===== src/rtl/wt_fir_mc.sv =====
// Multi-channel decimating FIR: per-channel delay lines, one serial MAC tap per enabled clock.
// Define WT_FIR_SAT_EN to saturate odat (and flag osat) instead of wrapping.
module wt_fir_mc #(
   parameter int unsigned pWIDTH    = 12,
   parameter int unsigned pCWIDTH   = 13,
   parameter int unsigned pORDER    = 12,
   parameter int unsigned pCHANNELS = 1,
   parameter int unsigned pDECIM    = 1,
   parameter int          cCOEFS [pORDER] =
      '{-5, 19, 2, -130, 112, 399, -532, -927, 1291, 3076, 2025, 456},
   localparam int unsigned CW = (pCHANNELS > 1) ? $clog2(pCHANNELS) : 1
) (
   input  logic                        iclk,
   input  logic                        irst,
   input  logic                        iclk_ena,
   input  logic                        iena,
   input  logic [CW-1:0]               ichan,
   input  logic signed [pWIDTH-1:0]    idat,
   output logic                        ordy,
   output logic                        oena,
   output logic [CW-1:0]               ochan,
   output logic signed [2*pWIDTH-1:0]  odat,
   output logic                        osat
);

   localparam int unsigned AW = pWIDTH + pCWIDTH + $clog2(pORDER);
   localparam int unsigned OW = 2 * pWIDTH;
   localparam int unsigned KW = $clog2(pORDER);
   localparam int unsigned PW = (pDECIM > 1) ? $clog2(pDECIM) : 1;
   localparam logic [KW-1:0] KLAST = KW'(pORDER - 1);
   localparam logic [PW-1:0] PLAST = PW'(pDECIM - 1);

   typedef enum logic [1:0] {StIdle, StMac, StDone} state_e;

   state_e                     state;
   logic signed [pWIDTH-1:0]   taps [pCHANNELS][pORDER];
   logic [PW-1:0]              phase [pCHANNELS];
   logic signed [AW-1:0]       acc;
   logic [KW-1:0]              k;
   logic [CW-1:0]              chan;

   logic                              chan_ok;
   logic signed [pCWIDTH-1:0]         coef_k;
   logic signed [pWIDTH-1:0]          tap_k;
   logic signed [pCWIDTH+pWIDTH-1:0]  prod;
   logic signed [OW-1:0]              odat_nxt;
   logic                              osat_nxt;

   always_comb begin
      chan_ok = 32'(ichan) < pCHANNELS;
      coef_k  = pCWIDTH'(cCOEFS[k]);
      tap_k   = taps[chan][k];
      prod    = coef_k * tap_k;
   end

   // Output formatting: plain wrap by default, clip to the odat range when saturation is built in.
   always_comb begin
      odat_nxt = OW'(acc);
      osat_nxt = 1'b0;
`ifdef WT_FIR_SAT_EN
      if (AW'(odat_nxt) != acc) begin
         odat_nxt = acc[AW-1] ? {1'b1, {(OW-1){1'b0}}} : {1'b0, {(OW-1){1'b1}}};
         osat_nxt = 1'b1;
      end
`endif
   end

   always_ff @(posedge iclk or posedge irst) begin
      if (irst) begin
         for (int c = 0; c < pCHANNELS; c++) begin
            for (int t = 0; t < pORDER; t++) taps[c][t] <= '0;
            phase[c] <= '0;
         end
         state <= StIdle;
         acc   <= '0;
         k     <= '0;
         chan  <= '0;
         ordy  <= 1'b1;
         oena  <= 1'b0;
         ochan <= '0;
         odat  <= '0;
         osat  <= 1'b0;
      end else begin
         // oena is a single-iclk pulse, independent of the clock enable
         oena <= 1'b0;
         if (iclk_ena) begin
            case (state)
               StIdle: begin
                  if (iena && chan_ok) begin
                     for (int t = pORDER - 1; t > 0; t--) taps[ichan][t] <= taps[ichan][t-1];
                     taps[ichan][0] <= idat;
                     if (phase[ichan] == PLAST) begin
                        phase[ichan] <= '0;
                        acc          <= '0;
                        k            <= '0;
                        chan         <= ichan;
                        ordy         <= 1'b0;
                        state        <= StMac;
                     end else begin
                        phase[ichan] <= phase[ichan] + PW'(1);
                     end
                  end
               end
               StMac: begin
                  acc <= acc + AW'(prod);
                  k   <= k + KW'(1);
                  if (k == KLAST) state <= StDone;
               end
               StDone: begin
                  odat  <= odat_nxt;
                  osat  <= osat_nxt;
                  ochan <= chan;
                  oena  <= 1'b1;
                  ordy  <= 1'b1;
                  state <= StIdle;
               end
               default: begin
                  ordy  <= 1'b1;
                  state <= StIdle;
               end
            endcase
         end
      end
   end

endmodule


===== config.mk =====
export PLATFORM = sky130hd
export DESIGN_NAME = wt_fir_mc
export DESIGN_NICKNAME = d
export VERILOG_FILES = /design/src/rtl/wt_fir_mc.sv
export SDC_FILE = /design/constraint.sdc
export NUM_CORES = 1
export LEC_CHECK = 0
export BUFFER_PORTS_ARGS = -buffer_cell sky130_fd_sc_hd__buf_4
export CAP_MARGIN = 20
export CORE_MARGIN = 4
export CORE_UTILIZATION = 25
export DETAILED_ROUTE_END_ITERATION = 16
export MAX_ROUTING_LAYER = met4
export PLACE_DENSITY_LB_ADDON = 0.2
export SETUP_SLACK_MARGIN = 0.2
export SLEW_MARGIN = 20
export SYNTH_ARGS = -nofsm -noshare
export SYNTH_HDL_FRONTEND = slang
export SYNTH_SLANG_ARGS = --single-unit

===== constraint.sdc =====
create_clock -name iclk -period 9.1 [get_ports iclk]
set_clock_uncertainty 0.05 [all_clocks]
set_input_delay 1.82 -clock iclk [delete_from_list [all_inputs] [get_ports iclk]]
set_output_delay 1.82 -clock iclk [all_outputs]
set_load 0.02 [all_outputs]

### After elaboration in Yosys (flattened, before gate mapping)

Memory sizes are Yosys's and may differ from the RTL's.
Cells that the tools add are included.

| operators by class | value |
|---|---|
| $mul | 1 |
| mux-type cells | 50 |
| bitwise operators | 5 |
| equality and inequality tests | 6 |
| add/subtract/negate cells | 3 |
| magnitude comparators | 5 |
| reduce and logical (&&, ||, !) cells | 10 |

Operators by type and width:

| cell | count |
|---|---|
| $bwmux 144 | 12 |
| $mux 144 | 3 |
| $mux 132 | 1 |
| $mux 120 | 1 |
| $mux 108 | 1 |
| $mux 96 | 1 |
| $mux 84 | 1 |
| $mux 72 | 1 |
| $mux 60 | 1 |
| $mux 29 | 2 |
| $pmux 29 s2 | 1 |
| $bmux 12 s4 | 1 |
| $mux 48 | 1 |
| $mux 12 | 3 |
| $mux 36 | 1 |
| $add 29x25->29 | 1 |
| $mux 13 | 2 |
| $mul 13x12->25 | 1 |
| $mux 24 | 1 |
| $reduce_and 4->1 | 4 |
| $mux 4 | 2 |
| $pmux 4 s2 | 1 |
| $mux 1 | 7 |
| $mux 2 | 3 |
| 20 further kinds | 27 |

| storage, ports and cells | value |
|---|---|
| word-level logic and storage cells | 102 |
| register bits after elaboration | 208 |
| memories kept | 1 |
| bits in read-only memories | 512 |
| input port bits | 17 |
| output and inout port bits | 28 |

Memories:

| memory | depth | bits a word | read ports | clocked after memory_dff | wr ports | line | text |
|---|---|---|---|---|---|---|---|
| (name not given) | 16 | 32 | 1 | 0 | 0 | 51 | `coef_k = pCWIDTH'(cCOEFS[k]);` |

### Depth between registers and ports, before layout

| logic depth | value |
|---|---|
| depth in word-level cells | 15 |
| mapped depth | 28 |
| mapped depth without buffers | 25 |

### Least setup slack after synthesis

No wires, ideal clock.

| timing path | value |
|---|---|
| path kind | register -> register |
| start point | register k[0] |
| end point | register acc[18] |
| period minus slack after synthesis | 6.877 ns |
| data arrival time | 6.692 ns |
| buffers on the path | 4 |
| setup time | 0.134 ns |
| required time | 8.916 ns |
| cell stages (with the launch flop) | 27 |
| slack | 2.223 ns |
| path through | dfrtp_1 -> buf_6 -> buf_4 -> buf_2 -> mux4_2 -> a21oi_1 -> clkbuf_1 -> nor2_1 -> fa_1 -> inv_1 -> fa_1 -> inv_1 -> ha_1 -> ha_1 -> inv_1 -> fa_1 -> inv_1 -> ha_1 -> ha_1 -> fa_1 -> a21o_1 -> a21o_1 -> a2111oi_2 -> o211ai_1 -> a31oi_1 -> xor2_1 -> o21ai_0 |

| on the way | value |
|---|---|
| word-level cells in the longest chain between the ends | 7 |
| elaborated cells on any way between the ends | 10 |
| those cells by class | 1 x add/sub; 1 x mul; 6 x mux; 1 x bitwise; 1 x memory |

RTL lines:

| element | line | text |
|---|---|---|
| start, declared | 39 | `logic [KW-1:0] k;` |
| start signal, assigned | 106 | `k <= k + KW'(1);` |
| $not 4->5 (not written as such) (*) | 51, 52 |  |
| $mem_v2 16x32 or $bmux 12 s4 (tied branches) | -- |  |
| $mux 13 (not written as such) or $mux 12 (tied branches) (2 in a row) | 51, 52 |  |
| $mul 13x12->25 (*) | 53 | `prod = coef_k * tap_k;` |
| $add 29x25->29 (*) | 105 | `acc <= acc + AW'(prod);` |
| $pmux 29 s2 (*) | 87 | `case (state)` |
| end signal, assigned | 105 |  |
| end, declared | 38 | `logic signed [AW-1:0] acc;` |

Mark *: on every way between the ends. The rest lies on a longest branch, timed or not. The select of a mux whose other input is x is not followed.
A chain may end at the register's enable or synchronous reset.

### Final worst setup path

| timing path | value |
|---|---|
| start point | register k[0] |
| end point | register acc[23] |

The elaborated chain is that of the path after synthesis.

==> results.md <==
* Status: completed
* WP data arrival at 8.51 ns
* Least-Margin Pin Slew at 1.007 ns
* Syn-to-layout area delta at 13.51%
* First-pass GRT wire length at 59860 um
* Rel. slew slack at 0.3286
* Pins over their slew limit at 0
* WL/cell at 16.54 um
* Sink Count at 203
* IO Port Bufs at 43
* Multiplexer area fraction after synthesis at 0.1684
* Routed wire length at 35650 um
* PostCTS Resize Cnt at 0
* Distinct cells, synth at 59
* Largest family of logic cells by synthesized area: adder cells
* CTS Root Cell: clkbuf_16
* Mapped Area at 15150 um^2
* Setup TNS at 0 ns
* Post-CTS setup buffers at 0
* Later-pin clock latency in the skew report at roughly 0.58 ns
* Synth async-reset ratio at 1.000
* Compound-cell area share of the yosys netlist at 0.05590
* Yosys reg bits at ~200
* WP data required at 9.48 ns
* Post-synth EDFFs at 0
* Post-synth top flop: dfrtp_1
* Avg Cell Area, Syn at 11.41 um^2
* DR vias at 9366
* Share of the synthesized area in the top cell type at 0.3336
* Layout Nets at roughly 1600
* ANT cells at 0
* CTS tree: yes
* Min-delay src: acc[11]
* RSZ-0062 raised after global routing: no
* Final hold vios at 0
* Maximum number of pins on one net before global-route repair at 83
* H-tree depth at 1
* DRT antenna net count at 0
* Hold WC Path Type: reg2reg
* Share of cells above drive strength 1 at 0.2221
* CTS max path bufs at 3
* Synth area leaders: dfrtp_1 (33%), fa_1 (22%), mux2_2 (11%)
* Seq/Total Area, Yosys at 0.3353
* Min Tclk post-route at 8.130 ns
* Chip height at between 200 and 300 um
* # DRC at 0
* Die area at 64620 um^2
* Critical path launch point type: register
* Io pins at 45
* Critical Path Source: k[0]
* Vias per cell at 4.346
* Max Fanout on Critical Path at 22
* Worst r2r src: k[0]
* Final RePlAce weighted congestion at 0.8489
* CTS Hold Bufs at 0
* Vias in the first global route at 10397
* Synth Instances at ~1300
* Core area at 59460 um^2
* Final HPWL from detailed placement at roughly 27000 um
* Layout fillers at 6209
* Worst-path clk slew at about 0.070 ns
* Setup violations, final at 0
* Chip Width at between 200 and 300 um
* Drt first pass iters at 5
* Synth Area in Simple Gates at 0.07753
* Setup CP Type: reg2reg
* Synth Area in XOR/XNOR at 0.01734
* Iter 0 DRT Violations at 429
* Global Route Usage Sum at 0.1199
* Clock buffer count from CTS at 25
* Max-Cap Viols at 0
* Critical path endpoint category: register
* Fin crit share at 0.8934
* GRT Residual Overflow at 0
* FP Rows at slightly below 90
* Initial antenna violation count at 0
* Adder-Cell Fraction of Synth Area at 0.2766
* Achievable Freq at 123.0 MHz
* Yosys warnings at 0
* Syn_nets at 1581
* Starting Density at 0.2548
* Area leader, netlist: dfrtp_1
==> worst paths after layout <==
check / cells after the start / endpoint / slack [ns]
worst min-delay path: 2 / acc[11] / 0.42
worst min register to register: 2 / acc[11] / 0.42
max in group asynchronous: 3 / taps[35] / 6.42
worst max register to register: 20 / acc[23] / 0.97
worst max-delay path: 20 / acc[23] / 0.97
min in group asynchronous: 2 / oena / 1.28
==> kinds of logic (layout without fill, tap and decap cells) <==
| group | after synthesis | after routing |
|---|---|---|
| xor+xnor | 30 | 30 |
| flops | 203 | 203 |
| buf+inv | 264 | 318 |
| other cells | 1 | 1 |
| compound gates | 133 | 133 |
| fa+ha+maj | 236 | 236 |
| mux | 193 | 193 |
| simple gates | 268 | 268 |
==> sequential cells by signal (all words and copies together) (netlist names) <==
name   count
acc       24
state      2
k          4
ochan      1
phase      1
chan       1
ordy       1
taps     144
oena       1
odat      24
==> through the flow <==
stage	setup WS (ns)	hold WS (ns)	utilization	std cells	area, um^2
after detailed placement	0.8505	0.4159	0.2757	2111	16400
after global routing	0.5594	0.4473	0.2893	2155	17200
final	0.9704	0.4249	0.2893	2155	17200
after floorplan	1.693	0.3809	-	1328	15150
after CTS	0.8665	0.4337	0.2892	2155	17200
after global placement	0.8727	0.4114	0.2757	2111	16400
==> cell type report <==
class | count | area, um^2 | area share
inverter | 206 | 780.7 | 0.04539
multi-input combinational | 861 | 9059 | 0.5267
timing repair buffer | 68 | 510.5 | 0.02968
clock inverter | 9 | 96.34 | 0.005601
tap | 773 | 967.2 | 0.05623
clock buffer | 35 | 703.2 | 0.04088
sequential | 203 | 5084 | 0.2956
==> metal layers <==
layer	GRT usage	routed length (um)	vias up	share of wire
met5	-	0	-	0
met3	0.01774	1070	49	0.030
met2	0.1888	16350	103	0.46
met1	0.1649	17330	4819	0.49
met4	0.02790	900	0	0.025
li1	-	-	4395	-
==> synth_stat cells, drive strengths merged (4+ instances only) <==
master	count
mux2	146
and3	4
a21o	7
xor2	10
nor2	76
mux2i	12
a21oi	21
nand2	125
xnor2	20
nor3	5
nand2b	11
o21ai	57
ha	71
dfrtp	202
a22o	9
nand4	5
fa	165
a211oi	4
clkbuf	33
o21bai	6
or3	5
and2	11
o21a	4
mux4	35
buf	25
or2	5
nor2b	13
inv	205
==> worst max-delay path: stages, from the launching register on <==
cell and delay, ns:
dfrtp_2 0.78, inv_1 0.23, ha_1 0.43, nor2b_1 0.20
or2_2 0.31, or3_1 0.45, fa_1 1.08, fa_1 0.53
inv_1 0.08, fa_1 0.44, fa_1 0.56, fa_1 0.42
ha_1 0.29, ha_1 0.23, a2111oi_0 0.64, o21ai_0 0.23
o2bb2ai_1 0.33, and3_1 0.31, a2bb2oi_1 0.13, xnor2_1 0.18
o21ai_1 0.08
==> layout by cell type, fill, tap and decap left out, drive strengths merged, types with 6 or more instances in the layout <==
master	count
inv	206
dfrtp	202
fa	165
mux2	146
nand2	125
nor2	76
ha	71
buf	68
o21ai	57
mux4	35
clkbuf	35
a21oi	21
xnor2	20
nor2b	13
mux2i	12
nand2b	11
and2	11
xor2	10
a22o	9
a21o	7
o21bai	6
Power is not shown: default switching activity piles up to over one toggle a cycle in this logic, so the estimate is an artifact.
